<file path="config.mk">
export PLATFORM = sky130hd
export DESIGN_NAME = uart_tx_arbiter
export DESIGN_NICKNAME = d
export VERILOG_FILES = /design/src/rtl/uart_tx_arbiter.sv
export SDC_FILE = /design/constraint.sdc
export NUM_CORES = 1
export LEC_CHECK = 0
export ABC_AREA = 1
export CAP_MARGIN = 30
export CORE_ASPECT_RATIO = 1.25
export CORE_MARGIN = 2
export CORE_UTILIZATION = 35
export CTS_BUF_LIST = sky130_fd_sc_hd__clkbuf_16
export DETAILED_ROUTE_END_ITERATION = 6
export GPL_TIMING_DRIVEN = 0
export SYNTH_ARGS = -nofsm -noshare
export SYNTH_HDL_FRONTEND = slang
export SYNTH_SLANG_ARGS = --single-unit
export TNS_END_PERCENT = 5
</file>
<file path="constraint.sdc">
create_clock -name i_clk -period 2.35 [get_ports i_clk]
set_clock_uncertainty 0.2 [all_clocks]
set_input_delay 0.235 -clock i_clk [delete_from_list [all_inputs] [get_ports i_clk]]
set_output_delay 0.235 -clock i_clk [all_outputs]
set_load 0.005 [all_outputs]
</file>
<file path="src/rtl/uart_tx_arbiter.sv">
// Round-robin scheduler sharing one UART transmitter among N_REQ byte
// requesters. Grants one valid requester, latches its byte, pulses the
// transmitter enable, then waits for frame-done with a watchdog fallback.
module uart_tx_arbiter #(
    parameter int N_REQ       = 4,
    parameter int D_BITS      = 8,
    parameter int TIMEOUT_CYC = 4096
) (
    input  logic                     i_clk,
    input  logic                     i_rst_n,
    input  logic [N_REQ-1:0]         i_req_valid,
    input  logic [N_REQ*D_BITS-1:0]  i_req_data,
    output logic [N_REQ-1:0]         o_req_ready,
    output logic [D_BITS-1:0]        o_tx_data,
    output logic                     o_tx_enable,
    input  logic                     i_tx_done,
    output logic                     o_busy,
    output logic [$clog2(N_REQ)-1:0] o_grant_id,
    output logic                     o_timeout
);

    localparam int IW = $clog2(N_REQ);
    // Timer only has to reach TIMEOUT_CYC-1; with the watchdog off it just wraps.
    localparam int TW = (TIMEOUT_CYC > 1) ? $clog2(TIMEOUT_CYC) : 1;
    localparam logic [TW-1:0] TLAST = TW'(TIMEOUT_CYC - 1);

    typedef enum logic [1:0] {S_IDLE, S_ISSUE, S_WAIT} state_t;

    state_t          r_state;
    state_t          w_state_nxt;
    logic [IW-1:0]   r_ptr;
    logic [TW-1:0]   r_timer;
    logic [D_BITS-1:0] r_tx_data;
    logic            w_found;
    logic [IW-1:0]   w_win;
    logic [IW-1:0]   w_cand;
    int              w_idx;

    // Rotating priority search: first valid starting just after the last grant.
    always_comb begin
        w_found = 1'b0;
        w_win   = r_ptr;
        w_idx   = 0;
        w_cand  = '0;
        for (int i = 1; i <= N_REQ; i++) begin
            w_idx = int'(r_ptr) + i;
            if (w_idx >= N_REQ) w_idx = w_idx - N_REQ;
            w_cand = IW'(w_idx);
            if (!w_found && i_req_valid[w_cand]) begin
                w_found = 1'b1;
                w_win   = w_cand;
            end
        end
    end

    // State register.
    always_ff @(posedge i_clk or negedge i_rst_n) begin
        if (!i_rst_n) r_state <= S_IDLE;
        else          r_state <= w_state_nxt;
    end

    // Next-state and handshake/strobe outputs; ready never looks at data.
    always_comb begin
        w_state_nxt = r_state;
        o_req_ready = '0;
        o_tx_enable = 1'b0;
        o_busy      = 1'b0;
        o_timeout   = 1'b0;
        case (r_state)
            S_IDLE: begin
                if (w_found) begin
                    o_req_ready[w_win] = 1'b1;
                    w_state_nxt        = S_ISSUE;
                end
            end
            S_ISSUE: begin
                o_tx_enable = 1'b1;
                o_busy      = 1'b1;
                w_state_nxt = S_WAIT;
            end
            S_WAIT: begin
                o_busy = 1'b1;
                // Done takes priority over a coincident watchdog expiry.
                if (i_tx_done) begin
                    w_state_nxt = S_IDLE;
                end else if (TIMEOUT_CYC != 0 && r_timer == TLAST) begin
                    o_timeout   = 1'b1;
                    w_state_nxt = S_IDLE;
                end
            end
            default: w_state_nxt = S_IDLE;
        endcase
    end

    // Latch winner byte and pointer on the grant edge only.
    always_ff @(posedge i_clk or negedge i_rst_n) begin
        if (!i_rst_n) begin
            r_tx_data <= '0;
            r_ptr     <= IW'(N_REQ - 1);
        end else if (r_state == S_IDLE && w_found) begin
            r_tx_data <= i_req_data[w_win*D_BITS +: D_BITS];
            r_ptr     <= w_win;
        end
    end

    // Watchdog timer: cleared while issuing, counts every WAIT cycle.
    always_ff @(posedge i_clk or negedge i_rst_n) begin
        if (!i_rst_n)                r_timer <= '0;
        else if (r_state == S_ISSUE) r_timer <= '0;
        else if (r_state == S_WAIT)  r_timer <= r_timer + 1'b1;
    end

    assign o_tx_data  = r_tx_data;
    assign o_grant_id = r_ptr;

endmodule

</file>
==> key figures, run 1 <==
Clock tree
  • Sink Count: 24
  • Root Driver: clkbuf_16
  • Number of hold buffers added after CTS: 0
  • Clock Latency Late Sink: 0.25 ns
  • Cts bufs inserted: 3
  • Clock-pin slew on the worst setup and hold paths: 0.06 ns
  • Max Buffers Root-to-Sink: 2
  • H-tree level count: 1
  • CTS tree: yes

Timing
  • Worst-margin pin slew: 0.490 ns
  • Final hold slack: 0.109 ns
  • Period utilization: 104%
  • Final setup violation count: 4
  • Fin. Hold Viols: 0
  • Final Worst Setup Slack: -0.104 ns
  • Max-slew headroom: between 60% and 70%
  • Peak Freq: a little over 400 MHz
  • RSZ-0062 raised after global routing: true
  • Fin. max-slew vios: 0
  • Crit path time final: 2.45 ns

Job
  • Max-Cap Viols: 0

Placement
  • Port-buffer cells: 55
  • Placed Area: between 0.002 and 0.0025 sq mm
  • GP Congestion: 0.781
  • DP Wirelength: 3.72 mm

Die
  • Die area: between 0.005 and 0.006 sq mm
  • Initial Util: around 36%
  • DIE WIDTH: 68.4 microns
  • Core Box Area: 0.00504 sq mm
  • Die Height: about 84 microns
  • Ports: 56
  • Row count: 29

Layout
  • ANT cells: 0
  • Layout cells sized above 1: 23.0%
  • Final net count: 370
  • Fillers: 509
  • Final core occ: 52.7%
  • Final instance area: 0.00266 sq mm
  • Area growth syn-to-layout: 46.5%

Global route
  • Initial antenna violation count: 0
  • Tot GR Track Use: 16.7%
  • Vias in the first global route: 1,731
  • Pin count of the biggest net entering global routing: 16
  • First-pass GRT wire length: 7.55 mm
  • Gr ovfl total: 0

Drt
  • Wire length per cell: 12.5 microns
  • Drt pass-1 iters: 4
  • Routed vias: 1,838
  • Antenna viol nets, final: 0
  • Vias/cell: 4.74
  • Number of DRC markers in iteration 0: about 120
  • Final wirelength: between 4 and 5 mm
  • DRC: 0

Synthesis
  • Register area share after synthesis: 33.2%
  • Seq cells post-synth: 24
  • Number of synthesized flops with an enable pin: 0
  • Syn Nets: slightly below 300
  • Synth unique cells: 25
  • Area of the mapped netlist: about 0.0018 sq mm
  • Prevailing post-synth register cell: dfrtp_1
  • Post-Syn Area per Cell: 7.14 sq um
  • Post-synth top cells: nand2_1 (59), nand3_1 (58), dfrtp_1 (22)
  • Share of flip-flops with an asynchronous set or reset: between 90% and 100%
  • Yosys top cell area share: 30.3%
  • Post-synth top area cell: dfrtp_1
  • Synth Instances: ~250
  • Count leader, synth: nand2_1
  • Yosys warnings: 0
  • Synth top area cells: dfrtp_1 (30%), nand3_1 (16%), nand2_1 (12%), nand2_2 (6.6%), nand2_4 (5.0%)

Power
  • Total power draw: a little over 4000 uW
  • Worst vdd ir: 0.617 mV
  • LEAKAGE: 0.00123 uW
  • P per Cell Area: about 1500 mW/mm^2

Worst setup path
  • Worst Path Max Fanout: 7
  • Arrival time worst endpoint: 2.02 ns
  • CP cell instances: buf_6 -> nand2_2 -> nand2_2 -> nand2_2 -> nand2_4 -> inv_6 -> nand3_4 -> inv_2 -> nand2_2 -> nand2_2 -> buf_6 -> nor3_2 -> buf_2
  • CP max-delay cell: dfstp_2
  • CP Capture Type: output pin
  • CP startpoint kind: flip-flop
  • Worst path max stage delay: 0.59 ns
  • WS Path Type: flip-flop to output pin
  • CP Data Required Time: 1.91 ns
  • Critical Path Most Common Cell: nand2_2

Run status
  • Status: finished, violations left
  • Failing checks: setup timing

Worst hold path
  • Worst hold path type: input pin to async pin
-- registers in the layout, summed over array words and instances, names as in the netlist --
signal and cells:
r_timer 12, r_state 2, o_grant_id 2, o_tx_data 8
-- through the flow --
stage	setup slack, ns	TNS (ns)	instances
5_1_grt	-0.234	-1.15	388
3_3_place_gp	-0.394	-1.45	371
2_1_floorplan	0.307	0	254
3_5_place_dp	-0.418	-1.52	372
4_1_cts	-0.0845	-0.306	388
6_report	-0.104	-0.370	388
-- layer usage --
layer  up-vias  part of all wire [%]  track usage, %
met3         5                   5.1            2.28
met4         0                   1.3            5.82
li1        977                     -               -
met2        39                    49            29.5
met5         -                     0               0
met1       817                    45            20.1
-- cells in the final DEF (no fill, tap or decap) --
cell / n
o21ai_2: 1
buf_2: 4
inv_1: 20
nand3_1: 58
nand2_4: 10
o21ai_0: 8
nor4_2: 1
buf_6: 3
nand4_1: 1
nor2_2: 1
o21ai_1: 4
clkdlybuf4s50_1: 51
buf_8: 2
nor3_1: 3
nor2_1: 18
nand2_2: 24
nand3_4: 2
clkbuf_16: 3
ha_2: 1
buf_4: 14
ha_1: 3
xor2_1: 1
nor4_1: 1
dfrtp_1: 22
dfstp_2: 2
inv_6: 2
nand4_2: 1
a21oi_1: 8
nand2_1: 52
nor3_2: 1
xnor2_1: 1
inv_2: 3
-- layout make-up --
type	count	area (sq um)	area share, %
well taps	62	77.6	2.92
inverters	24	100	3.77
multi-input cells	200	1100	41.3
plain buffers	6	63.8	2.40
flip-flops and latches	24	603	22.7
clock buffers	3	75.1	2.82
clock inverters	1	3.75	0.141
repair buffers	68	636	23.9
-- worst max-delay path: cells and delay by family, from the launching register on --
kind | cells | cell delay, ns
DFF | 1 | 0.59
and+or+nand+nor | 8 | 0.65
buffers and inverters | 5 | 0.53
-- final timing paths --
check,startpoint,to,slack (ns),cells after the start
hold reg to reg,o_tx_data[6],o_tx_data[6],0.27,2
setup / recovery,o_grant_id[0],o_req_ready[0],-0.10,13
setup reg to reg,r_state[0],r_timer[9],0.09,12
hold / removal,i_rst_n,r_state[1],0.11,1
min in group i_clk,o_tx_data[6],o_tx_data[6],0.27,2
max in group asynchronous,i_rst_n,o_tx_data[5],1.37,2
-- power breakdown --
group	internal [uW]	switching [uW]	leakage (uW)
Sequential	578	98.4	0.000306
Clock	227	133	0.0000423
Combinational	1290	1700	0.000881
Total	2100	1930	0.00123
-- cell families after synthesis --
family	after synthesis	share of synthesized area [%]
flip-flops	24	33.2
AND/OR/NAND/NOR	173	48.8
buffers and inverters	30	8.41
XOR/XNOR	2	0.966
adder cells (fa/ha/maj)	4	2.76
AO/OA/AOI/OAI	21	5.79
-- repair_timing --
item                                    4_1_cts  5_1_grt
endpoints found under the setup margin        4       10
buffers inserted                             12        0
resized for setup                            30        3
cloned                                        0        0
pin swaps                                    12        0
(Power assumes the default switching activity.)
==> run 2: changes to the inputs <==
Settings changed: CAP_MARGIN 30 to 5.
==> run 2 against run 1 <==
Net effect:
- power grew 6.3%
- largest cell class unchanged
- utilization increased by 2.4 points
- count of clock-buffer cells in the layout is the same
- the run still ends with setup timing left
- largest power group unchanged
==> key figures, run 2 (synthesized netlist as in run 1, its figures left out) <==
Drt
  • Wire length per cell: 12.6 microns (+1.1%)
  • Antenna viol nets, final: 0 (unchanged)
  • Routed vias: 1,892 (+2.9%)
  • Drt pass-1 iters: 4 (unchanged)
  • DRC: 0 (unchanged)
  • Final wirelength: 4.95 mm (+2.2%)
  • Vias/cell: 4.83 (+1.9%)
  • Number of DRC markers in iteration 0: 132 (+11%)

Layout
  • Max reg flops: 12 (unchanged)
  • ANT cells: 0 (unchanged)
  • Final core occ: 55.1% (+2.4 points)
  • Fillers: 492 (-3.3%)
  • Layout cells sized above 1: 26.1% (+3.1 points)
  • Top reg by flops: r_timer
  • Most frequent cells in the layout: nand3_1 (57), clkdlybuf4s50_1 (51), nand2_1 (47), nand2_4 (22), dfrtp_1 (22)
  • Area growth syn-to-layout: 53.2%
  • Final net count: 374 (+1.1%)
  • Commonest non-fill, non-tap cell in the layout: nand3_1

Global route
  • Tot GR Track Use: 17.3% (+0.56 points)
  • Pin count of the biggest net entering global routing: 25 (+9)
  • Vias in the first global route: 1,745 (+0.81%)
  • Initial antenna violation count: 0 (unchanged)
  • First-pass GRT wire length: 7.84 mm (+3.8%)
  • Gr ovfl total: 0 (unchanged)

Power
  • LEAKAGE: 0.00130 uW (+6.0%)
  • P per Cell Area: 1540 mW/mm^2 (+1.6%)
  • Worst vdd ir: 0.614 mV (-0.45%)

Worst setup path
  • CP cell instances: buf_8 -> nand2_4 -> nand2_4 -> nand2_4 -> nand2_4 -> inv_6 -> nand3_4 -> nand2_1 -> nand2_2 -> buf_6 -> nand2_2 -> nor2_1 -> buf_2
  • Worst path max stage delay: 0.60 ns (about the same)
  • CP max-delay cell: dfstp_2
  • WS Path Type: flip-flop to output pin
  • Number of cells on the worst reg-to-reg path: 14 (+2)
  • Worst r2r src: o_grant_id[0]
  • CP Capture Type: output pin
  • CP Data Required Time: 1.91 ns (about the same)
  • Critical Path Most Common Cell: nand2_4
  • Worst Path Max Fanout: 7 (unchanged)
  • CP startpoint kind: flip-flop
  • Worst R2R End: o_tx_data[1]
  • Arrival time worst endpoint: 1.99 ns (-0.03 ns)
  • Reg2reg setup slack: 0.12 ns (+0.03 ns)

Die
  • Ports: 56 (unchanged)
  • Row count: 29 (unchanged)
  • Die area: 0.00578 sq mm (unchanged)
  • DIE WIDTH: 68.4 microns (unchanged)
  • Core Box Area: 0.00504 sq mm (unchanged)
  • Initial Util: 36.0% (unchanged)
  • Die Height: 84.5 microns (unchanged)

Timing
  • Crit path time final: 2.43 ns (-0.0249 ns)
  • Final hold slack: 0.276 ns (+0.167 ns)
  • Period utilization: 103% (-1.1 points)
  • Final Worst Setup Slack: -0.0787 ns (+0.0249 ns)
  • TNS Setup: -0.271 ns (+0.0997 ns)
  • Fin. max-slew vios: 0 (unchanged)
  • Max-slew headroom: 28.4% (-39 points)
  • Peak Freq: 412 MHz (+1.0%)
  • Worst-margin pin slew: 1.07 ns (+0.581 ns)
  • RSZ-0062 raised after global routing: true
  • Final setup violation count: 4 (unchanged)
  • Fin. Hold Viols: 0 (unchanged)

Clock tree
  • Sink Count: 24 (unchanged)
  • H-tree level count: 1 (unchanged)
  • Number of hold buffers added after CTS: 0 (unchanged)
  • Max Buffers Root-to-Sink: 2 (unchanged)
  • Cts bufs inserted: 3 (unchanged)
  • Root Driver: clkbuf_16
  • Clock Latency Late Sink: 0.26 ns (about the same)
  • CTS tree: yes
  • Clock-pin slew on the worst setup and hold paths: 0.06 ns (about the same)

Worst hold path
  • Worst hold path type: flip-flop to flip-flop
  • Hold path startpoint: o_tx_data[6]
  • Hold path cells: 2
  • Sink of the worst hold path: o_tx_data[6]

Run status
  • Status: finished, violations left
  • Failing checks: setup timing

Placement
  • Port-buffer cells: 55 (unchanged)
  • Pre-CTS setup slack: -0.417 ns (+0.00119 ns)
  • DP Wirelength: 3.64 mm (-2.3%)
  • GP Congestion: 0.781 (unchanged)

Job
  • Max-Cap Viols: 0 (unchanged)
[run 2: changes by cell type in the layout (fill, tap and decap cells not counted), moves of 4 or more]
cell / previous run / this run
buf_4: 14 / 18
nand2_4: 10 / 22
nand2_2: 24 / 17
nand2_1: 52 / 47
[run 2: repair_timing]
action	in CTS	in global routing
pin swaps	20	0
gates resized for setup	48	8
endpoints found under the setup margin	5	10
setup buffers	17	0
[run 2: worst max path at each step]
stage	endpoint	depth (start not counted)	start	slack (ns)
6_report	o_req_ready[2]	13	o_grant_id[0]	-0.08
4_1_cts	o_req_ready[1]	13	o_grant_id[0]	-0.07
3_3_place_gp	o_req_ready[1]	13	i_req_valid[0]	-0.39
2_1_floorplan	o_req_ready[1]	12	o_grant_id[0]	0.31
3_5_place_dp	o_req_ready[1]	13	i_req_valid[0]	-0.42
5_1_grt	o_req_ready[2]	14	o_grant_id[0]	-0.21
[run 2: stage by stage]
step	std cells	area, sq um	total power (uW)
floorplan	254	1810	2560
global placement	371	2440	3370
detailed placement	371	2440	3390
CTS	392	2750	4240
global route	392	2780	4660
finish	392	2780	4280
[run 2: area by class of cell]
class | instances | area (sq um) | share of cell area, %
Timing Repair Buffer | 72 | 662 | 23.8
Buffer | 6 | 67.6 | 2.43
Tap cell | 62 | 77.6 | 2.79
Multi-Input combinational cell | 200 | 1190 | 42.8
Clock buffer | 3 | 75.1 | 2.70
Inverter | 24 | 103 | 3.69
Sequential cell | 24 | 603 | 21.7
Clock inverter | 1 | 3.75 | 0.135
[run 2: where the power goes]
group          switching, uW  leakage, uW  internal, uW  total, uW
Sequential               104     0.000306           578        682
Clock                    139    0.0000423           227        366
Combinational           1800     0.000955          1430       3230
[run 2: worst max-delay path, delay by kind of cell (launching register included)]
kind / cells / cell delay (ns)
simple gates: 9 / 0.69
buf+inv: 4 / 0.45
flops: 1 / 0.60
[run 2: routing by layer]
metal | part of all wire (%) | wire length, microns | GRT usage (%)
met1 | 44 | 2200 | 22.3
met2 | 47 | 2330 | 28.5
met3 | 6.4 | 316 | 2.28
met4 | 2.2 | 108 | 7.09
met5 | 0 | 0 | 0
==> run 3: changes to the inputs <==
Settings changed: CTS_CLUSTER_DIAMETER set to 200.
==> results of run 3 <==
No change in the layout: final DEF, timing and power equal those of run 2.
